## config.mk

```make
export PLATFORM = sky130hd
export DESIGN_NAME = spi_link_ctrl_flat
export DESIGN_NICKNAME = d
export VERILOG_FILES = /design/src/rtl/spi_link_ctrl_if.sv /design/src/rtl/spi_link_ctrl.sv /design/src/flat_wrapper.sv
export SDC_FILE = /design/constraint.sdc
export NUM_CORES = 1
export LEC_CHECK = 0
export CAP_MARGIN = 20
export CORE_AREA = 2 2 150 152
export DETAILED_ROUTE_END_ITERATION = 16
export DIE_AREA = 0 0 152 154
export PLACE_DENSITY = 0.49
export SLEW_MARGIN = 15
export SYNTH_ARGS = -nofsm -noshare
export SYNTH_HDL_FRONTEND = slang
export SYNTH_SLANG_ARGS = --single-unit
```

## constraint.sdc

```tcl
create_clock -name clk -period 3.8 [get_ports clk]
set_input_delay 0.57 -clock clk [delete_from_list [all_inputs] [get_ports clk]]
set_output_delay 0.57 -clock clk [all_outputs]
set_load 0.1 [all_outputs]
```

## src/rtl/spi_link_ctrl_if.sv

```systemverilog
// Handshake/data bundle between spi_link_ctrl, the tracker/status logic and the SPI slave top.
interface spi_link_ctrl_if;
    // Tracker / status side
    logic        track_valid;
    logic [9:0]  track_x;
    logic [8:0]  track_y;
    logic        status_req;
    logic [7:0]  status_byte;
    // MISO staging toward the SPI slave
    logic        frame_req;
    logic [9:0]  enemy_xdata;
    logic [8:0]  enemy_ydata;
    logic [12:0] miso_etc;
    // MOSI receive path and motor commands
    logic        mosi_valid;
    logic [7:0]  mosi_x;
    logic [6:0]  mosi_y;
    logic [16:0] mosi_etc;
    logic [7:0]  motor_x;
    logic [6:0]  motor_y;
    logic        motor_en;
    logic        motor_upd;
    logic        link_timeout;
    logic [7:0]  drop_cnt;

    // Controller side
    modport slave (
        input  track_valid, track_x, track_y, status_req, status_byte,
        input  frame_req, mosi_valid, mosi_x, mosi_y, mosi_etc,
        output enemy_xdata, enemy_ydata, miso_etc,
        output motor_x, motor_y, motor_en, motor_upd, link_timeout, drop_cnt
    );

    // Environment side (tracker, status source, SPI slave top)
    modport master (
        output track_valid, track_x, track_y, status_req, status_byte,
        output frame_req, mosi_valid, mosi_x, mosi_y, mosi_etc,
        input  enemy_xdata, enemy_ydata, miso_etc,
        input  motor_x, motor_y, motor_en, motor_upd, link_timeout, drop_cnt
    );
endinterface

```

## src/rtl/spi_link_ctrl.sv

```systemverilog
// Frame scheduler for the SPI link: stages tracker/status/idle MISO frames with round-robin
// arbitration, commits them on frame_req, and drives motor commands under a link watchdog.
module spi_link_ctrl #(
    parameter int unsigned TIMEOUT_CYC = 10_000_000,
    parameter logic [7:0]  X_CENTER    = 8'd128,
    parameter logic [6:0]  Y_CENTER    = 7'd64
) (
    input logic            clk,
    input logic            reset,
    spi_link_ctrl_if.slave bus
);
    localparam int unsigned XW    = 10;
    localparam int unsigned YW    = 9;
    localparam int unsigned ETC_W = 13;
    localparam int unsigned SEQ_W = 3;
    localparam int unsigned MXW   = 8;
    localparam int unsigned MYW   = 7;
    localparam int unsigned DRP_W = 8;
    localparam int unsigned WD_W  = $clog2(TIMEOUT_CYC + 1);

    localparam logic [WD_W-1:0]  WD_MAX   = WD_W'(TIMEOUT_CYC);
    localparam logic [DRP_W-1:0] DRP_MAX  = '1;
    localparam logic [1:0]       TAG_IDLE = 2'b00;
    localparam logic [1:0]       TAG_TRK  = 2'b01;
    localparam logic [1:0]       TAG_STS  = 2'b10;

    // Pending buffers
    logic             trk_pend_q, trk_pend_d;
    logic [XW-1:0]    trk_x_q, trk_x_d;
    logic [YW-1:0]    trk_y_q, trk_y_d;
    logic             sts_pend_q, sts_pend_d;
    logic [7:0]       sts_byte_q, sts_byte_d;
    logic             last_sts_q, last_sts_d;   // 1: last committed payload was status
    logic [SEQ_W-1:0] seq_q, seq_d;
    logic [XW-1:0]    sent_x_q, sent_x_d;       // coords of the last committed track frame
    logic [YW-1:0]    sent_y_q, sent_y_d;
    logic [DRP_W-1:0] drop_q, drop_d;

    // Staged MISO frame
    logic [XW-1:0]    enemy_x_q, enemy_x_d;
    logic [YW-1:0]    enemy_y_q, enemy_y_d;
    logic [ETC_W-1:0] etc_q, etc_d;

    // Motor path and watchdog
    logic [MXW-1:0]   motor_x_q, motor_x_d;
    logic [MYW-1:0]   motor_y_q, motor_y_d;
    logic             motor_en_q, motor_en_d;
    logic             motor_upd_q, motor_upd_d;
    logic             timeout_q, timeout_d;
    logic [WD_W-1:0]  wd_q, wd_d;

    logic commit_trk_c, commit_sts_c;
    logic trk_eff_c, sts_eff_c;
    logic [1:0] grant_c;
    logic unused_etc_c;

    // Only the enable bit of the received etc field is consumed here.
    assign unused_etc_c = ^bus.mosi_etc[15:0];

    // Commit, pending update, arbitration/staging and watchdog next-state.
    always_comb begin
        trk_pend_d  = trk_pend_q;
        trk_x_d     = trk_x_q;
        trk_y_d     = trk_y_q;
        sts_pend_d  = sts_pend_q;
        sts_byte_d  = sts_byte_q;
        last_sts_d  = last_sts_q;
        seq_d       = seq_q;
        sent_x_d    = sent_x_q;
        sent_y_d    = sent_y_q;
        drop_d      = drop_q;
        enemy_x_d   = sent_x_q;
        enemy_y_d   = sent_y_q;
        etc_d       = etc_q;
        grant_c     = TAG_IDLE;
        motor_x_d   = motor_x_q;
        motor_y_d   = motor_y_q;
        motor_en_d  = motor_en_q;
        motor_upd_d = 1'b0;
        timeout_d   = timeout_q;
        wd_d        = wd_q;

        // The staged tag decides which source a frame_req consumes.
        commit_trk_c = bus.frame_req && (etc_q[ETC_W-1 -: 2] == TAG_TRK);
        commit_sts_c = bus.frame_req && (etc_q[ETC_W-1 -: 2] == TAG_STS);
        trk_eff_c    = trk_pend_q && !commit_trk_c;
        sts_eff_c    = sts_pend_q && !commit_sts_c;

        if (bus.frame_req) begin
            seq_d = seq_q + SEQ_W'(1);
        end
        if (commit_trk_c) begin
            last_sts_d = 1'b0;
            sent_x_d   = enemy_x_q;
            sent_y_d   = enemy_y_q;
        end
        if (commit_sts_c) begin
            last_sts_d = 1'b1;
        end

        // Arbitrate on post-commit pending state; new pulses are staged one cycle later.
        if (trk_eff_c && sts_eff_c) begin
            grant_c = last_sts_d ? TAG_TRK : TAG_STS;
        end else if (trk_eff_c) begin
            grant_c = TAG_TRK;
        end else if (sts_eff_c) begin
            grant_c = TAG_STS;
        end

        enemy_x_d = sent_x_d;
        enemy_y_d = sent_y_d;
        case (grant_c)
            TAG_TRK: begin
                enemy_x_d = trk_x_q;
                enemy_y_d = trk_y_q;
                etc_d     = {TAG_TRK, seq_d, 8'h00};
            end
            TAG_STS: etc_d = {TAG_STS, seq_d, sts_byte_q};
            default: etc_d = {TAG_IDLE, seq_d, 8'h00};
        endcase

        // New pulses set pending after the commit clear, so set wins.
        trk_pend_d = trk_eff_c || bus.track_valid;
        sts_pend_d = sts_eff_c || bus.status_req;
        if (bus.track_valid) begin
            trk_x_d = bus.track_x;
            trk_y_d = bus.track_y;
            if (trk_eff_c && (drop_q != DRP_MAX)) begin
                drop_d = drop_q + DRP_W'(1);
            end
        end
        if (bus.status_req) begin
            sts_byte_d = bus.status_byte;
        end

        // A received frame always beats the watchdog.
        if (bus.mosi_valid) begin
            motor_x_d   = bus.mosi_x;
            motor_y_d   = bus.mosi_y;
            motor_en_d  = bus.mosi_etc[16];
            motor_upd_d = 1'b1;
            timeout_d   = 1'b0;
            wd_d        = '0;
        end else begin
            if (wd_q != WD_MAX) begin
                wd_d = wd_q + WD_W'(1);
            end
            if (wd_d == WD_MAX) begin
                timeout_d  = 1'b1;
                motor_x_d  = X_CENTER;
                motor_y_d  = Y_CENTER;
                motor_en_d = 1'b0;
            end
        end
    end

    // State registers with synchronous active-low reset.
    always_ff @(posedge clk) begin
        if (!reset) begin
            trk_pend_q  <= 1'b0;
            trk_x_q     <= '0;
            trk_y_q     <= '0;
            sts_pend_q  <= 1'b0;
            sts_byte_q  <= '0;
            last_sts_q  <= 1'b1;
            seq_q       <= '0;
            sent_x_q    <= '0;
            sent_y_q    <= '0;
            drop_q      <= '0;
            enemy_x_q   <= '0;
            enemy_y_q   <= '0;
            etc_q       <= '0;
            motor_x_q   <= X_CENTER;
            motor_y_q   <= Y_CENTER;
            motor_en_q  <= 1'b0;
            motor_upd_q <= 1'b0;
            timeout_q   <= 1'b0;
            wd_q        <= '0;
        end else begin
            trk_pend_q  <= trk_pend_d;
            trk_x_q     <= trk_x_d;
            trk_y_q     <= trk_y_d;
            sts_pend_q  <= sts_pend_d;
            sts_byte_q  <= sts_byte_d;
            last_sts_q  <= last_sts_d;
            seq_q       <= seq_d;
            sent_x_q    <= sent_x_d;
            sent_y_q    <= sent_y_d;
            drop_q      <= drop_d;
            enemy_x_q   <= enemy_x_d;
            enemy_y_q   <= enemy_y_d;
            etc_q       <= etc_d;
            motor_x_q   <= motor_x_d;
            motor_y_q   <= motor_y_d;
            motor_en_q  <= motor_en_d;
            motor_upd_q <= motor_upd_d;
            timeout_q   <= timeout_d;
            wd_q        <= wd_d;
        end
    end

    assign bus.enemy_xdata  = enemy_x_q;
    assign bus.enemy_ydata  = enemy_y_q;
    assign bus.miso_etc     = etc_q;
    assign bus.motor_x      = motor_x_q;
    assign bus.motor_y      = motor_y_q;
    assign bus.motor_en     = motor_en_q;
    assign bus.motor_upd    = motor_upd_q;
    assign bus.link_timeout = timeout_q;
    assign bus.drop_cnt     = drop_q;

endmodule

```

## src/flat_wrapper.sv

```systemverilog
// flat-port wrapper written by rule: the top's interface ports become plain ports
module spi_link_ctrl_flat 
#(
    parameter int unsigned TIMEOUT_CYC = 10_000_000,
    parameter logic [7:0]  X_CENTER    = 8'd128,
    parameter logic [6:0]  Y_CENTER    = 7'd64
)
  (clk, reset, bus_track_valid, bus_track_x, bus_track_y, bus_status_req, bus_status_byte, bus_frame_req, bus_mosi_valid, bus_mosi_x, bus_mosi_y, bus_mosi_etc, bus_enemy_xdata, bus_enemy_ydata, bus_miso_etc, bus_motor_x, bus_motor_y, bus_motor_en, bus_motor_upd, bus_link_timeout, bus_drop_cnt);
  spi_link_ctrl_if bus_i ();
  input logic clk;
  input logic reset;
  input wire logic [$bits(bus_i.track_valid)-1:0] bus_track_valid;
  input wire logic [$bits(bus_i.track_x)-1:0] bus_track_x;
  input wire logic [$bits(bus_i.track_y)-1:0] bus_track_y;
  input wire logic [$bits(bus_i.status_req)-1:0] bus_status_req;
  input wire logic [$bits(bus_i.status_byte)-1:0] bus_status_byte;
  input wire logic [$bits(bus_i.frame_req)-1:0] bus_frame_req;
  input wire logic [$bits(bus_i.mosi_valid)-1:0] bus_mosi_valid;
  input wire logic [$bits(bus_i.mosi_x)-1:0] bus_mosi_x;
  input wire logic [$bits(bus_i.mosi_y)-1:0] bus_mosi_y;
  input wire logic [$bits(bus_i.mosi_etc)-1:0] bus_mosi_etc;
  output wire logic [$bits(bus_i.enemy_xdata)-1:0] bus_enemy_xdata;
  output wire logic [$bits(bus_i.enemy_ydata)-1:0] bus_enemy_ydata;
  output wire logic [$bits(bus_i.miso_etc)-1:0] bus_miso_etc;
  output wire logic [$bits(bus_i.motor_x)-1:0] bus_motor_x;
  output wire logic [$bits(bus_i.motor_y)-1:0] bus_motor_y;
  output wire logic [$bits(bus_i.motor_en)-1:0] bus_motor_en;
  output wire logic [$bits(bus_i.motor_upd)-1:0] bus_motor_upd;
  output wire logic [$bits(bus_i.link_timeout)-1:0] bus_link_timeout;
  output wire logic [$bits(bus_i.drop_cnt)-1:0] bus_drop_cnt;
  assign bus_i.track_valid = bus_track_valid;
  assign bus_i.track_x = bus_track_x;
  assign bus_i.track_y = bus_track_y;
  assign bus_i.status_req = bus_status_req;
  assign bus_i.status_byte = bus_status_byte;
  assign bus_i.frame_req = bus_frame_req;
  assign bus_i.mosi_valid = bus_mosi_valid;
  assign bus_i.mosi_x = bus_mosi_x;
  assign bus_i.mosi_y = bus_mosi_y;
  assign bus_i.mosi_etc = bus_mosi_etc;
  assign bus_enemy_xdata = bus_i.enemy_xdata;
  assign bus_enemy_ydata = bus_i.enemy_ydata;
  assign bus_miso_etc = bus_i.miso_etc;
  assign bus_motor_x = bus_i.motor_x;
  assign bus_motor_y = bus_i.motor_y;
  assign bus_motor_en = bus_i.motor_en;
  assign bus_motor_upd = bus_i.motor_upd;
  assign bus_link_timeout = bus_i.link_timeout;
  assign bus_drop_cnt = bus_i.drop_cnt;
  spi_link_ctrl #(.TIMEOUT_CYC(TIMEOUT_CYC), .X_CENTER(X_CENTER), .Y_CENTER(Y_CENTER)) u_core (.clk(clk), .reset(reset), .bus(bus_i));
endmodule
```

==> metrics.cfg <==
[hold_path]
hold_depth = 2
hold_class = flop to flop

[critical_path]
crit_type = flop to flop
critical_path.top_delay_family = simple AND/OR/NAND/NOR gates
critPathCaptureType = flop
worst_path_fanout_max = 17
worstSetupStartpointType = flop
reg2reg_depth = 9
crit_cells = 9
worst-endpoint-arrival_ns = 3.31
critical_path.cell_chain = ha_1 > nand3_2 > nor4_4 > buf_4 > nand4_1 > xor2_1 > nor4_1 > and4_1 > o21ai_0
critical-path-max-stage-delay_ns = 0.65
cp_data_required_time_ns = 4.07
worst_path_max_delay_cell = sky130_fd_sc_hd__and4_1
cp.buffers_inverters = 1

[synthesis]
syn_area_per_cell_um2 = 9.39
ys.warnings.count = 0
mappedNetlistArea_um2 = 5380
netlist-cell-type-count = 47
ys_seq_elements = 131
netlist.area_leader.share_pct = 48.7
synth_area_leader_cell = sky130_fd_sc_hd__dfxtp_1
yosys-top-cells-area = sky130_fd_sc_hd__dfxtp_1, sky130_fd_sc_hd__mux2i_1, sky130_fd_sc_hd__nor2b_1, sky130_fd_sc_hd__nand2_1, sky130_fd_sc_hd__and2_1
synth_nets = 644
synth_sequential_area_ratio_pct = 48.7
gate_count_after_technology_mapping = 573

[clocking]
clkLatencyLatePin_ns = 0.41
tritoncts_num_sinks = 131
h-tree-depth = 4
postCtsHoldBufs = 0
tritoncts_buffers = 17
cts-resized-gates = 0
ctsLongestPathBuffers = 2
ctsRootBufferMaster = sky130_fd_sc_hd__clkbuf_16
cts_setup_buffers = 0
tritoncts = done
clkSlewWorstSetupHoldPaths_ns = 0.06

[timing]
clock_skew_ns = 0.0110
finalHoldViolations = 0
post-route-min-period_ns = 3.04
rsz0062_at_grt = no
share_of_the_clock_period_used_by_the_worst_path_after_layout_pct = 80.1
setup_viol = 0
slew-limit-headroom_pct = 29.8
layout_setup_ws_ns = 0.758
worst_slew_pin_slew_ns = 1.05
final_slew_violations = 0
max_freq_ghz = 0.329
timing.setup.tns_ns = 0

[route]
drt-total-wl_um = 12400
drtAntennaViolNets = 0
detail_route.first_pass.iterations = 4
viasPerCell = 4.29
routed_wire_length_per_instance_um = 12.9
detailroute.via_count = 4127
drt_iter0_drc = 146
detail_route.drc_violations = 0

[run_status]
run_status = finished clean

[pwr]
logic_pwr_share_pct = 10.2
power-per-cell-area_nw_per_um2 = 472
power.sequential.fraction_pct = 41.9
cell_internal_pwr_w = 0.00257
leakagePower_nw = 2.83
peak_supply_drop_mv = 0.240
power.share.switching_pct = 25.1
switching_power_w = 0.000860
share_of_total_power_in_the_clock_network_pct = 47.9

[place]
place_congestion = 0.775
place_ws_ns = 0.427
detailed_place_hpwl_um = 8320
port_buffers = 106

[global_route]
initial_antenna_violation_count = 0
gr-total-overflow = 0
grt_pass1_wl_um = 20700
vias_in_the_first_global_route = 4105
grt_max_degree = 82
grt_usage_pct = 10.9

[die]
core_region_um2 = 21700
die-width_um = 152
boundaryPins = 123
floorplan.initialDensity_pct = 24.8
floorplan.die_area_um2 = 23400
row_count = 54
dieHeight_um = 154

[layout]
syn2layout_area_growth_pct = 35.2
postLayoutCoreUtil_pct = 33.6
layout_commonest_cell = sky130_fd_sc_hd__dfxtp_1
drive_above_1_share_pct = 6.60
layout.cells.most_common_list = sky130_fd_sc_hd__dfxtp_1, sky130_fd_sc_hd__clkdlybuf4s50_1, sky130_fd_sc_hd__nand2_1
fillers = 2218
final_net_count = 740
insertedDiodeCount = 0

[run]
max_cap_violations = 0

[synth_stat cells (all sizes together)]
cell type,instances
and3b,2
nand2,65
and4,3
and3,6
or4b,1
nand4b,1
nor3,3
a21oi,8
o21ai,40
nand3b,3
o31ai,2
o2111ai,2
o211ai,1
nand2b,2
nor4,8
mux2i,49
buf,10
and4b,1
or2,2
and2,33
ha,6
nand4,9
or3,7
o32a,2
nand3,14
clkbuf,25
nor2,30
dfxtp,131
a21boi,4
o21a,2
nor2b,54
xnor2,12
a22oi,2
inv,11
xor2,18
o22ai,1
a31oi,3
[sequential cells by signal, summed over array words and instances, names as in the netlist, 7 cells and up]
name / count
u_core.bus.enemy_ydata: 9
u_core.sent_x_q: 10
u_core.bus.motor_x: 8
u_core.trk_y_q: 9
u_core.sts_byte_q: 8
u_core.sent_y_q: 9
u_core.trk_x_q: 10
u_core.bus.motor_y: 7
u_core.bus.miso_etc: 13
u_core.wd_q: 24
u_core.bus.drop_cnt: 8
u_core.bus.enemy_xdata: 10
[final timing paths]
check | end | from | slack [ns]
setup reg to reg | u_core.bus.motor_x[1]$_SDFFE_PN0P_ | u_core.wd_q[0]$_SDFF_PP0_ | 0.76
hold / removal | u_core.bus.motor_y[5]$_SDFFE_PN0P_ | u_core.bus.motor_y[5]$_SDFFE_PN0P_ | 0.45
hold reg to reg | u_core.bus.motor_y[5]$_SDFFE_PN0P_ | u_core.bus.motor_y[5]$_SDFFE_PN0P_ | 0.45
setup / recovery | u_core.bus.motor_x[1]$_SDFFE_PN0P_ | u_core.wd_q[0]$_SDFF_PP0_ | 0.76
[logic make-up after synthesis]
logic type,share of synthesized area (%)
buf+inv,3.58
fa+ha+maj,1.39
flops,48.7
mux,9.11
simple gates,25.2
xor+xnor,4.88
compound gates,7.16
[power by group through the flow]
stage	Combinational, W	Sequential (W)	Clock [W]
global placement	0.000350	0.00147	0
floorplan	0.000104	0.00160	0
finish	0.000350	0.00144	0.00165
CTS	0.000355	0.00144	0.00171
detailed placement	0.000354	0.00147	0
global route	0.000374	0.00144	0.00177
[stage by stage]
step           power, W  cell area, um^2  instances  hold slack (ns)
6_report        0.00343             7280        962            0.451
5_1_grt         0.00359             7280        962            0.474
4_1_cts         0.00350             7270        961            0.453
3_5_place_dp    0.00182             6680        929            0.441
3_3_place_gp    0.00182             6680        929            0.433
2_1_floorplan   0.00170             5380        573            0.429
[per-layer routing]
layer	track usage, %	vias up	part of all wire (%)
met5	0	-	0
met4	4.14	0	1.3
met3	4.20	11	5.7
met2	17.5	92	46
met1	13.4	1914	47
li1	-	2110	-
[final cells by class]
type / count / area [um^2] / area share, %
sequential: 131 / 2620 / 36.0
multi-input combinational: 396 / 2570 / 35.3
timing repair buffer: 112 / 1100 / 15.1
clock buffer: 20 / 437 / 6.00
tap: 280 / 350 / 4.81
clock inverter: 12 / 158 / 2.17
inverter: 11 / 41.3 / 0.567
[worst reg2reg max path: cells and delay by family, from the launching register on]
kind	cells	cell delay, ns
simple gates	5	1.58
flops	1	0.45
fa+ha+maj	1	0.30
compound gates	1	0.21
buf+inv	1	0.19
xor+xnor	1	0.17
Power figures use the tool's default switching activity.
